==> config.mk <==
export PLATFORM = sky130hd
export DESIGN_NAME = igbt_pulse_sequencer
export DESIGN_NICKNAME = d
export VERILOG_FILES = /design/src/rtl/igbt_pkg.sv /design/src/rtl/igbt_pulse_sequencer_gate_interlock.sv /design/src/rtl/igbt_pulse_sequencer.sv
export SDC_FILE = /design/constraint.sdc
export NUM_CORES = 1
export LEC_CHECK = 0
export CAP_MARGIN = 20
export CORE_MARGIN = 1
export CORE_UTILIZATION = 25
export DETAILED_ROUTE_END_ITERATION = 16
export PLACE_DENSITY_LB_ADDON = 0.12
export SLEW_MARGIN = 20
export SYNTH_ARGS = -nofsm -noshare
export SYNTH_HDL_FRONTEND = slang
export SYNTH_HIERARCHICAL = 1
export SYNTH_SLANG_ARGS = --single-unit
==> constraint.sdc <==
create_clock -name sys_clk -period 2.8 [get_ports sys_clk]
set_input_delay 0.7 -clock sys_clk [delete_from_list [all_inputs] [get_ports sys_clk]]
set_output_delay 0.7 -clock sys_clk [all_outputs]
set_load 0.03 [all_outputs]
==> src/rtl/igbt_pkg.sv <==
// Shared state encoding, fault codes and default shot timing for the
// IGBT/SCR pulse sequencer.
package igbt_pkg;

  typedef enum logic [2:0] {
    ST_IDLE      = 3'd0,
    ST_CHARGE    = 3'd1,
    ST_SETTLE    = 3'd2,
    ST_FIRE_IGBT = 3'd3,
    ST_DEAD      = 3'd4,
    ST_FIRE_SCR  = 3'd5,
    ST_COOLDOWN  = 3'd6,
    ST_FAULT     = 3'd7
  } state_e;

  localparam logic [1:0] FC_NONE     = 2'd0;
  localparam logic [1:0] FC_TIMEOUT  = 2'd1;
  localparam logic [1:0] FC_ABORT    = 2'd2;
  localparam logic [1:0] FC_OVERVOLT = 2'd3;

  localparam int DEF_CHARGE_TIMEOUT    = 5_000_000;
  localparam int DEF_SETTLE_CYCLES     = 500;
  localparam int DEF_IGBT_PULSE_CYCLES = 250;
  localparam int DEF_DEAD_CYCLES       = 50;
  localparam int DEF_SCR_PULSE_CYCLES  = 100;
  localparam int DEF_COOLDOWN_CYCLES   = 50_000;
  localparam int DEF_OV_LIMIT_MV       = 26000;

  // A zero-length phase would never terminate its counter compare.
  function automatic int at_least_one(input int v);
    return (v < 1) ? 1 : v;
  endfunction

  function automatic int max2(input int a, input int b);
    return (a > b) ? a : b;
  endfunction

endpackage

==> src/rtl/igbt_pulse_sequencer_gate_interlock.sv <==
// Registered output stage for the gate drivers: enforces IGBT/SCR/charger
// mutual exclusion and forces everything off on abort, independent of the FSM.
module gate_interlock (
  input  logic clk,
  input  logic rst,
  input  logic force_off_i,
  input  logic charge_req_i,
  input  logic igbt_req_i,
  input  logic scr_req_i,
  output logic charge_en_o,
  output logic igbt_gate_o,
  output logic scr_trig_o
);

  logic charge_en_q;
  logic igbt_gate_q;
  logic scr_trig_q;

  // Conflicting requests drop both gates rather than pick a winner.
  always_ff @(posedge clk) begin
    if (rst || force_off_i) begin
      charge_en_q <= 1'b0;
      igbt_gate_q <= 1'b0;
      scr_trig_q  <= 1'b0;
    end else begin
      igbt_gate_q <= igbt_req_i & ~scr_req_i;
      scr_trig_q  <= scr_req_i & ~igbt_req_i;
      charge_en_q <= charge_req_i & ~igbt_req_i & ~scr_req_i;
    end
  end

  assign charge_en_o = charge_en_q;
  assign igbt_gate_o = igbt_gate_q;
  assign scr_trig_o  = scr_trig_q;

endmodule

==> src/rtl/igbt_pulse_sequencer.sv <==
// Single-shot pulse-power sequencer: charge, qualify, settle, IGBT, dead, SCR,
// cooldown. Define OVERVOLT_TRIP_EN to enable the cap_mv overvoltage trip.
module igbt_pulse_sequencer
  import igbt_pkg::*;
#(
  parameter int CHARGE_TIMEOUT    = DEF_CHARGE_TIMEOUT,
  parameter int SETTLE_CYCLES     = DEF_SETTLE_CYCLES,
  parameter int IGBT_PULSE_CYCLES = DEF_IGBT_PULSE_CYCLES,
  parameter int DEAD_CYCLES       = DEF_DEAD_CYCLES,
  parameter int SCR_PULSE_CYCLES  = DEF_SCR_PULSE_CYCLES,
  parameter int COOLDOWN_CYCLES   = DEF_COOLDOWN_CYCLES,
  parameter int OV_LIMIT_MV       = DEF_OV_LIMIT_MV
) (
  input  logic               sys_clk,
  input  logic               sys_rst,
  input  logic               shot_start,
  input  logic               shot_abort,
  input  logic [2:0]         cap_mask,
  input  logic [2:0]         voltage_cap_flag,
  input  logic signed [31:0] cap_mv_1,
  input  logic signed [31:0] cap_mv_2,
  output logic               charge_en,
  output logic               igbt_gate,
  output logic               scr_trig,
  output logic               busy,
  output logic               shot_done,
  output logic               fault,
  output logic [1:0]         fault_code
);

  localparam int TO_EFF   = at_least_one(CHARGE_TIMEOUT);
  localparam int SET_EFF  = at_least_one(SETTLE_CYCLES);
  localparam int IGBT_EFF = at_least_one(IGBT_PULSE_CYCLES);
  localparam int DEAD_EFF = at_least_one(DEAD_CYCLES);
  localparam int SCR_EFF  = at_least_one(SCR_PULSE_CYCLES);
  localparam int COOL_EFF = at_least_one(COOLDOWN_CYCLES);
  localparam int MAX_P    = max2(max2(max2(TO_EFF, SET_EFF), max2(IGBT_EFF, DEAD_EFF)),
                                 max2(SCR_EFF, COOL_EFF));
  localparam int CW       = (MAX_P > 1) ? $clog2(MAX_P) : 1;

  localparam logic [CW-1:0] TO_LAST   = CW'(TO_EFF - 1);
  localparam logic [CW-1:0] SET_LAST  = CW'(SET_EFF - 1);
  localparam logic [CW-1:0] IGBT_LAST = CW'(IGBT_EFF - 1);
  localparam logic [CW-1:0] DEAD_LAST = CW'(DEAD_EFF - 1);
  localparam logic [CW-1:0] SCR_LAST  = CW'(SCR_EFF - 1);
  localparam logic [CW-1:0] COOL_LAST = CW'(COOL_EFF - 1);

  state_e        state_q, state_d;
  logic [CW-1:0] cnt_q, cnt_d;
  logic [1:0]    code_q, code_d;
  logic          busy_q, done_q, fault_q;
  logic          ready_s, ov_trip_s, force_off_s;

  assign ready_s     = ((voltage_cap_flag & cap_mask) == cap_mask);
  assign force_off_s = shot_abort && (state_q != ST_IDLE);

`ifdef OVERVOLT_TRIP_EN
  assign ov_trip_s = (state_q inside {ST_CHARGE, ST_SETTLE, ST_FIRE_IGBT, ST_DEAD, ST_FIRE_SCR})
                     && ((cap_mv_1 > OV_LIMIT_MV) || (cap_mv_2 > OV_LIMIT_MV));
`else
  logic unused_mv_s;
  assign unused_mv_s = ^{cap_mv_1, cap_mv_2};
  assign ov_trip_s   = 1'b0;
`endif

  // Next-state: abort beats overvoltage beats the per-state progression.
  always_comb begin
    state_d = state_q;
    cnt_d   = cnt_q;
    code_d  = code_q;
    if (force_off_s) begin
      state_d = ST_FAULT;
      cnt_d   = '0;
      code_d  = FC_ABORT;
    end else if (ov_trip_s) begin
      state_d = ST_FAULT;
      cnt_d   = '0;
      code_d  = FC_OVERVOLT;
    end else begin
      case (state_q)
        ST_IDLE: begin
          if (shot_start) begin
            state_d = ST_CHARGE;
            cnt_d   = '0;
          end else begin
            cnt_d = '0;
          end
        end
        ST_CHARGE: begin
          if (ready_s) begin
            state_d = ST_SETTLE;
            cnt_d   = '0;
          end else if (cnt_q == TO_LAST) begin
            state_d = ST_FAULT;
            cnt_d   = '0;
            code_d  = FC_TIMEOUT;
          end else begin
            cnt_d = cnt_q + CW'(1);
          end
        end
        ST_SETTLE: begin
          if (!ready_s) begin
            state_d = ST_CHARGE;
            cnt_d   = '0;
          end else if (cnt_q == SET_LAST) begin
            state_d = ST_FIRE_IGBT;
            cnt_d   = '0;
          end else begin
            cnt_d = cnt_q + CW'(1);
          end
        end
        ST_FIRE_IGBT: begin
          if (cnt_q == IGBT_LAST) begin
            state_d = ST_DEAD;
            cnt_d   = '0;
          end else begin
            cnt_d = cnt_q + CW'(1);
          end
        end
        ST_DEAD: begin
          if (cnt_q == DEAD_LAST) begin
            state_d = ST_FIRE_SCR;
            cnt_d   = '0;
          end else begin
            cnt_d = cnt_q + CW'(1);
          end
        end
        ST_FIRE_SCR: begin
          if (cnt_q == SCR_LAST) begin
            state_d = ST_COOLDOWN;
            cnt_d   = '0;
          end else begin
            cnt_d = cnt_q + CW'(1);
          end
        end
        ST_COOLDOWN: begin
          if (cnt_q == COOL_LAST) begin
            state_d = ST_IDLE;
            cnt_d   = '0;
          end else begin
            cnt_d = cnt_q + CW'(1);
          end
        end
        ST_FAULT: begin
          if (shot_start) begin
            state_d = ST_IDLE;
            code_d  = FC_NONE;
          end else begin
            state_d = ST_FAULT;
          end
        end
        default: begin
          state_d = ST_FAULT;
          cnt_d   = '0;
        end
      endcase
    end
  end

  // FSM state and registered status outputs.
  always_ff @(posedge sys_clk) begin
    if (sys_rst) begin
      state_q <= ST_IDLE;
      cnt_q   <= '0;
      code_q  <= FC_NONE;
      busy_q  <= 1'b0;
      done_q  <= 1'b0;
      fault_q <= 1'b0;
    end else begin
      state_q <= state_d;
      cnt_q   <= cnt_d;
      code_q  <= code_d;
      busy_q  <= !(state_d inside {ST_IDLE, ST_FAULT});
      done_q  <= (state_q == ST_COOLDOWN) && (state_d == ST_IDLE);
      fault_q <= (state_d == ST_FAULT);
    end
  end

  gate_interlock u_gate_interlock (
    .clk          (sys_clk),
    .rst          (sys_rst),
    .force_off_i  (force_off_s),
    .charge_req_i (state_d inside {ST_CHARGE, ST_SETTLE}),
    .igbt_req_i   (state_d == ST_FIRE_IGBT),
    .scr_req_i    (state_d == ST_FIRE_SCR),
    .charge_en_o  (charge_en),
    .igbt_gate_o  (igbt_gate),
    .scr_trig_o   (scr_trig)
  );

  assign busy       = busy_q;
  assign shot_done  = done_q;
  assign fault      = fault_q;
  assign fault_code = code_q;

endmodule

# == Word-level counts from Yosys, hierarchy flattened ==
# Index checks and enable logic that the tools add are counted.
# W data, S select, Z words.
# word_totals
ff_bits,34
elab_cells,84
output_inout_bits,8
inputBits,74
# classes
reduce_logical,15
eq_ne,25
n_mux,26
n_bitwise,7
n_addsub,1
# op_table
op,count
$mux W23,8
$pmux W23 S7,1
$mux W3,11
$pmux W3 S8,1
$add A23 B1 Y23 const B,1
$eq A23 B16 Y1 const B,1
$eq A23 B23 Y1 const B,1
$eq A23 B6 Y1 const B,1
$eq A23 B7 Y1 const B,1
$eq A23 B8 Y1 const B,1
$eq A23 B9 Y1 const B,1
$eq A3 B3 Y1 const B,6
$eq A3 B2 Y1 const B,4
$ne A3 B2 Y1 const B,3
$mux W2,4
$reduce_and A4 Y1,2
$reduce_bool A7 Y1,1
$eq A3 B1 Y1 const B,2
$logic_not A3 Y1,2
$ne A2 B2 Y1 const B,3
$reduce_bool A2 Y1,3
$reduce_bool A3 Y1,2
$and A1 B1 Y1,4
$pmux W2 S2,1
other kinds (7),9

# == Longest topological paths before layout ==
# depth
word_depth,9
mapped_depth,11

# == Modules after synthesis ==
# Netlist, hierarchy kept.
# modules_own_cells
module,area_each_um2,cells_per_inst,n_inst
igbt_pulse_sequencer,1930.6,260,1
gate_interlock,90.1,7,1

# == Least setup slack after synthesis ==
# Ideal clock, no wire load.
# synth_path
kind,register to register
startpoint,register cnt_q[11]
endpoint,register u_gate_interlock.charge_en_q (netlist: u_gate_interlock/charge_en_o)
n_path_buf,0
setup_slack_ps,28
setup_time_ps,92
stages_incl_launch_ff,10
arrival_time_ps,2681
period_less_slack_ps,2772
cell_sequence,dfxtp_1 or4_4 or3_4 o41ai_2 nand2_2 or3_1 xnor2_1 o31ai_1 nand2b_1 nor4_1
# synth_via
elab_chain_len,9
# synth_rtl
element,line_no,source
from (decl),igbt_pulse_sequencer.sv:49,"logic [CW-1:0] cnt_q, cnt_d;"
from (signal assigned),igbt_pulse_sequencer.sv:171,cnt_q <= cnt_d;
$eq A23 B9 Y1 or $eq A23 B23 Y1 (tied branches),"igbt_pulse_sequencer.sv:105, igbt_pulse_sequencer.sv:93",
$mux W3 (on tied branches),"igbt_pulse_sequencer.sv:105, igbt_pulse_sequencer.sv:93",
$mux W3 (on tied branches),"igbt_pulse_sequencer.sv:102, igbt_pulse_sequencer.sv:90",
$pmux W3 S8 (*),igbt_pulse_sequencer.sv:80,case (state_q)
$mux W3 (*),igbt_pulse_sequencer.sv:71,if (force_off_s) begin
$eq A3 B1 Y1 (tied with other cells),igbt_pulse_sequencer.sv:183,".charge_req_i (state_d inside {ST_CHARGE, ST_SETTLE}),"
$reduce_bool A2 Y1 or $not A1 Y1 (tied branches),"igbt_pulse_sequencer.sv:183, igbt_pulse_sequencer_gate_interlock.sv:28",
$and A1 B1 Y1,igbt_pulse_sequencer_gate_interlock.sv:28,charge_en_q <= charge_req_i & ~igbt_req_i & ~scr_req_i;
$and A1 B1 Y1 (*),igbt_pulse_sequencer_gate_interlock.sv:28,
to (signal assigned),igbt_pulse_sequencer_gate_interlock.sv:28,
to (decl),igbt_pulse_sequencer_gate_interlock.sv:15,logic charge_en_q;
# Every way passes the cells marked *; elsewhere a longest branch is shown, timed or not.
# A chain may end at the register's enable or synchronous reset.

# == Final worst setup path ==
# layout_path
startpoint,register cnt_q[21]
endpoint,register u_gate_interlock.charge_en_q (netlist: u_gate_interlock/charge_en_o)
# The elaborated chain is that of the path after synthesis.

==> results summary <==
The clock latency reported for the late side of the worst-skew pair came out at 0.28 ns. The count of buffers inserted at the top-level ports came out at 17. The largest single stage delay on the critical path is 0.58 ns. The count of distinct cell types in the synthesized netlist is 51.

After synthesis, the cell types taking the most area are dfxtp_1 (34%), nand3_1 (6.9%), nand2_1 (5.8%). The min-delay analysis places its worst path in the category flop to flop. The final hold slack is 0.507 ns. The number of placement rows is 32.

Once detail routing completed, the nets flagged for antenna violations numbered 0. The finished cells cover 0.00286 mm2. The aggregate global routing overflow came out at 0.

Across the VDD grid, the largest voltage drop is 0.000202 V. In this run the cell area of the synthesized design comes to 0.00202 mm2. Counting flops with an async set or reset pin after synthesis yields a share of 0. The total I/O pin count came out at 82. The startpoint identified for the worst register-to-register timing path is cnt_q[21]. The number of sinks driven by the clock tree came out at 34. The count of pins over their slew limit is 0. The number of cells on the worst hold path is 2.

After the first detailed-routing iteration, the DRC count stood at 56. The slew at the pin closest to its max-slew limit is 0.475 ns. After layout, the worst setup slack is 0.0486 ns.

The run finished with clean final reports. The via count of the first global-routing pass came out at 2,030. The sequential cell area fraction in the yosys report came out at 0.337.

The wire length reported by the detailed router is 6300 um. The count of max-cap constraint violations came out at 0. The final layout net count came out at 399. The starting density of the core came out at 0.260. The number of hold-slack violations in the final timing report was 0.

The maximum clock path buffer count came out at 2. The routed length per instance came out at 14.9 um. The required time reported for the critical path endpoint came out at 3.00 ns.

The share of synthesized area in the top cell type comes to 0.337. The worst hold path endpoint is cnt_q[13]. Yosys mapped a number of flops with a built-in enable equal to 0. Setup repair after global routing could not meet its margin everywhere. The final weighted congestion in routability-driven placement is 0.762. Detailed placement finished with a half-perimeter wire length of 4280 um. The via count of the routed design is 2,109. In the finished design, the share of the clock period the worst path needs comes to 0.983. The worst register-to-register path has a setup slack of 0.05 ns. The global routing usage summed across all routing layers came out at 0.151. For the worst flop-to-flop path, the logic depth is 9. In the synthesized netlist the dominant register cell turns out to be dfxtp_1.

The worst endpoint data arrival time came out at 2.95 ns. TritonCTS built the clock tree. Before CTS, the worst setup slack after placement is -0.183 ns.

In this run the power density over the cells is 427 mW/mm2. The worst hold path begins at cnt_q[13]. The final critical path time including I/O delays and setup came out at 2.75 ns. dfxtp_1 takes more of the synthesized area than any other cell. The area added between synthesis and finish is 41.7%.

The floorplan die width is 91.9 um. The mean instance size in the synthesized netlist came out at 7.57 um2. The number of antenna violations at the first check in global routing is 0.

The number of inserted diodes is 0. The number of standard cells after synthesis is 267. Of the cells placed in the final design, the portion with a size suffix greater than 1 is 0.255. Of all nets on the critical path, the largest fanout is 4. The placeable core area is 0.00777 mm2. After clock tree synthesis, the clock-pin slew on the worst setup and hold paths is 0.07 ns. In the post-synthesis netlist, the cell with the most instances is dfxtp_1. The total number of H-tree levels came out at 2. From bottom edge to top edge, the die measures 91.9 um. The count of endpoints failing setup in the final report came out at 0. The clock skew after layout is 0.00354 ns. The sum of negative setup slack came out at 0 ns. The path type of the worst setup path is flop to flop. Timing would allow up to 363 MHz. Traced cell by cell, the critical path runs through or4_4 > or2_4 > o41ai_4 > nand2_2 > or3_4 > xnor2_2 > o31ai_1 > nand2b_1 > nor4_2. The design draws 1.22 mW. The number of synthesized register bits is 34.

The area of the die came out at 0.00845 mm2. The total clock buffers created by CTS is 5. The largest net degree at the start of global routing is 21. The worst max-slew margin expressed relative to the limit came out at 0.683. The detailed-route DRC error count came out at 0. The Yosys warning count is 6. The first-pass GRT wire length is 9940 um. The analysis attributes to cell leakage a power of 1.03 nW. The cell type of the slowest stage on the worst timing path is or4_4. The worst register-to-register path ends at u_gate_interlock/charge_en_o. The number of nets in the synthesized netlist is 343.

The type of element capturing the critical path is a flop. The tree is rooted in a clkbuf_8. In this run the cell area measured after placement is 0.00257 mm2. STA classifies the critical path startpoint as a flop.

Sorting the synthesized cells by how often they occur yields dfxtp_1 (34), nand2_1 (31), nand3_1 (28). The first detailed-routing pass ran for 4 iterations. After detailed routing, the number of vias per cell comes to 4.97.
==> logic make-up (layout without fill, tap and decap cells) <==
group           Yosys count  after routing  share of synthesized area
buf+inv                  24             79                     0.0495
compound gates           49             49                      0.179
flops                    34             34                      0.337
xor+xnor                  3              3                     0.0130
mux                       1              1                    0.00495
simple gates            154            154                      0.404
fa+ha+maj                 2              2                     0.0124
==> how the worst max path moves through the flow <==
| stage | slack (ns) | start | endpoint |
|---|---|---|---|
| 2_1_floorplan | 0.03 | cnt_q[11] | u_gate_interlock/charge_en_o |
| 3_3_place_gp | -0.15 | voltage_cap_flag[1] | cnt_q[20] |
| 3_5_place_dp | -0.18 | voltage_cap_flag[1] | cnt_q[6] |
| 4_1_cts | 0.00005 | cnt_q[11] | u_gate_interlock/charge_en_o |
| 5_1_grt | -0.08 | cnt_q[21] | u_gate_interlock/charge_en_o |
| 6_report | 0.05 | cnt_q[21] | u_gate_interlock/charge_en_o |
==> layer usage <==
layer	wire length (um)	GRT usage	share of wire
met1	2870	0.178	0.46
met2	3180	0.275	0.50
met3	209	0.0307	0.033
met4	46	0.0391	0.0073
met5	0	0	0
==> report_power, final <==
group,internal (mW),switching (mW)
clock network,0.190,0.184
registers,0.501,0.0232
logic,0.163,0.163
==> cell type report <==
type / count / area (um2)
fill: 859 / 4900
multi-input combinational: 209 / 1360
sequential: 34 / 682
timing repair buffer: 61 / 564
tap: 102 / 128
clock buffer: 6 / 82.6
inverter: 12 / 45.0
==> what timing repair did <==
item                                    CTS  global route
buffers inserted                          2             3
pin swaps                                 1            13
hold buffers                              0             0
cloned                                    0             2
endpoints found under the setup margin   16            25
gates resized for setup                   2            25
==> metrics by stage <==
step / cells / utilization
3_5_place_dp: 411 / 0.330
2_1_floorplan: 267 / -
3_3_place_gp: 411 / 0.330
4_1_cts: 419 / 0.344
5_1_grt: 424 / 0.369
6_report: 424 / 0.369
==> sequential cells by signal (all words and copies together), names as in the netlist <==
register,count
cnt_q,23
state_q,3
fault_code,2
busy,1
fault,1
shot_done,1
u_gate_interlock/charge_en_o,1
u_gate_interlock/igbt_gate_o,1
u_gate_interlock/scr_trig_o,1
==> cells in the final DEF, fill, tap and decap left out, types with 7 or more instances in the layout <==
master            n
or3_1            14
buf_4            39
clkdlybuf4s50_1  17
dfxtp_1          33
a21oi_1          11
nor2_1           21
nand2_1          31
inv_1            12
nor3_1            7
nand3_1          28
==> worst max-delay path: cells and delay by family (launching register included) <==
kind | cells | cell delay (ns)
AO/OA/AOI/OAI | 2 | 0.57
flip-flops | 1 | 0.32
AND/OR/NAND/NOR | 6 | 1.63
XOR/XNOR | 1 | 0.14
Note: power is estimated with default switching activity, not from simulation.
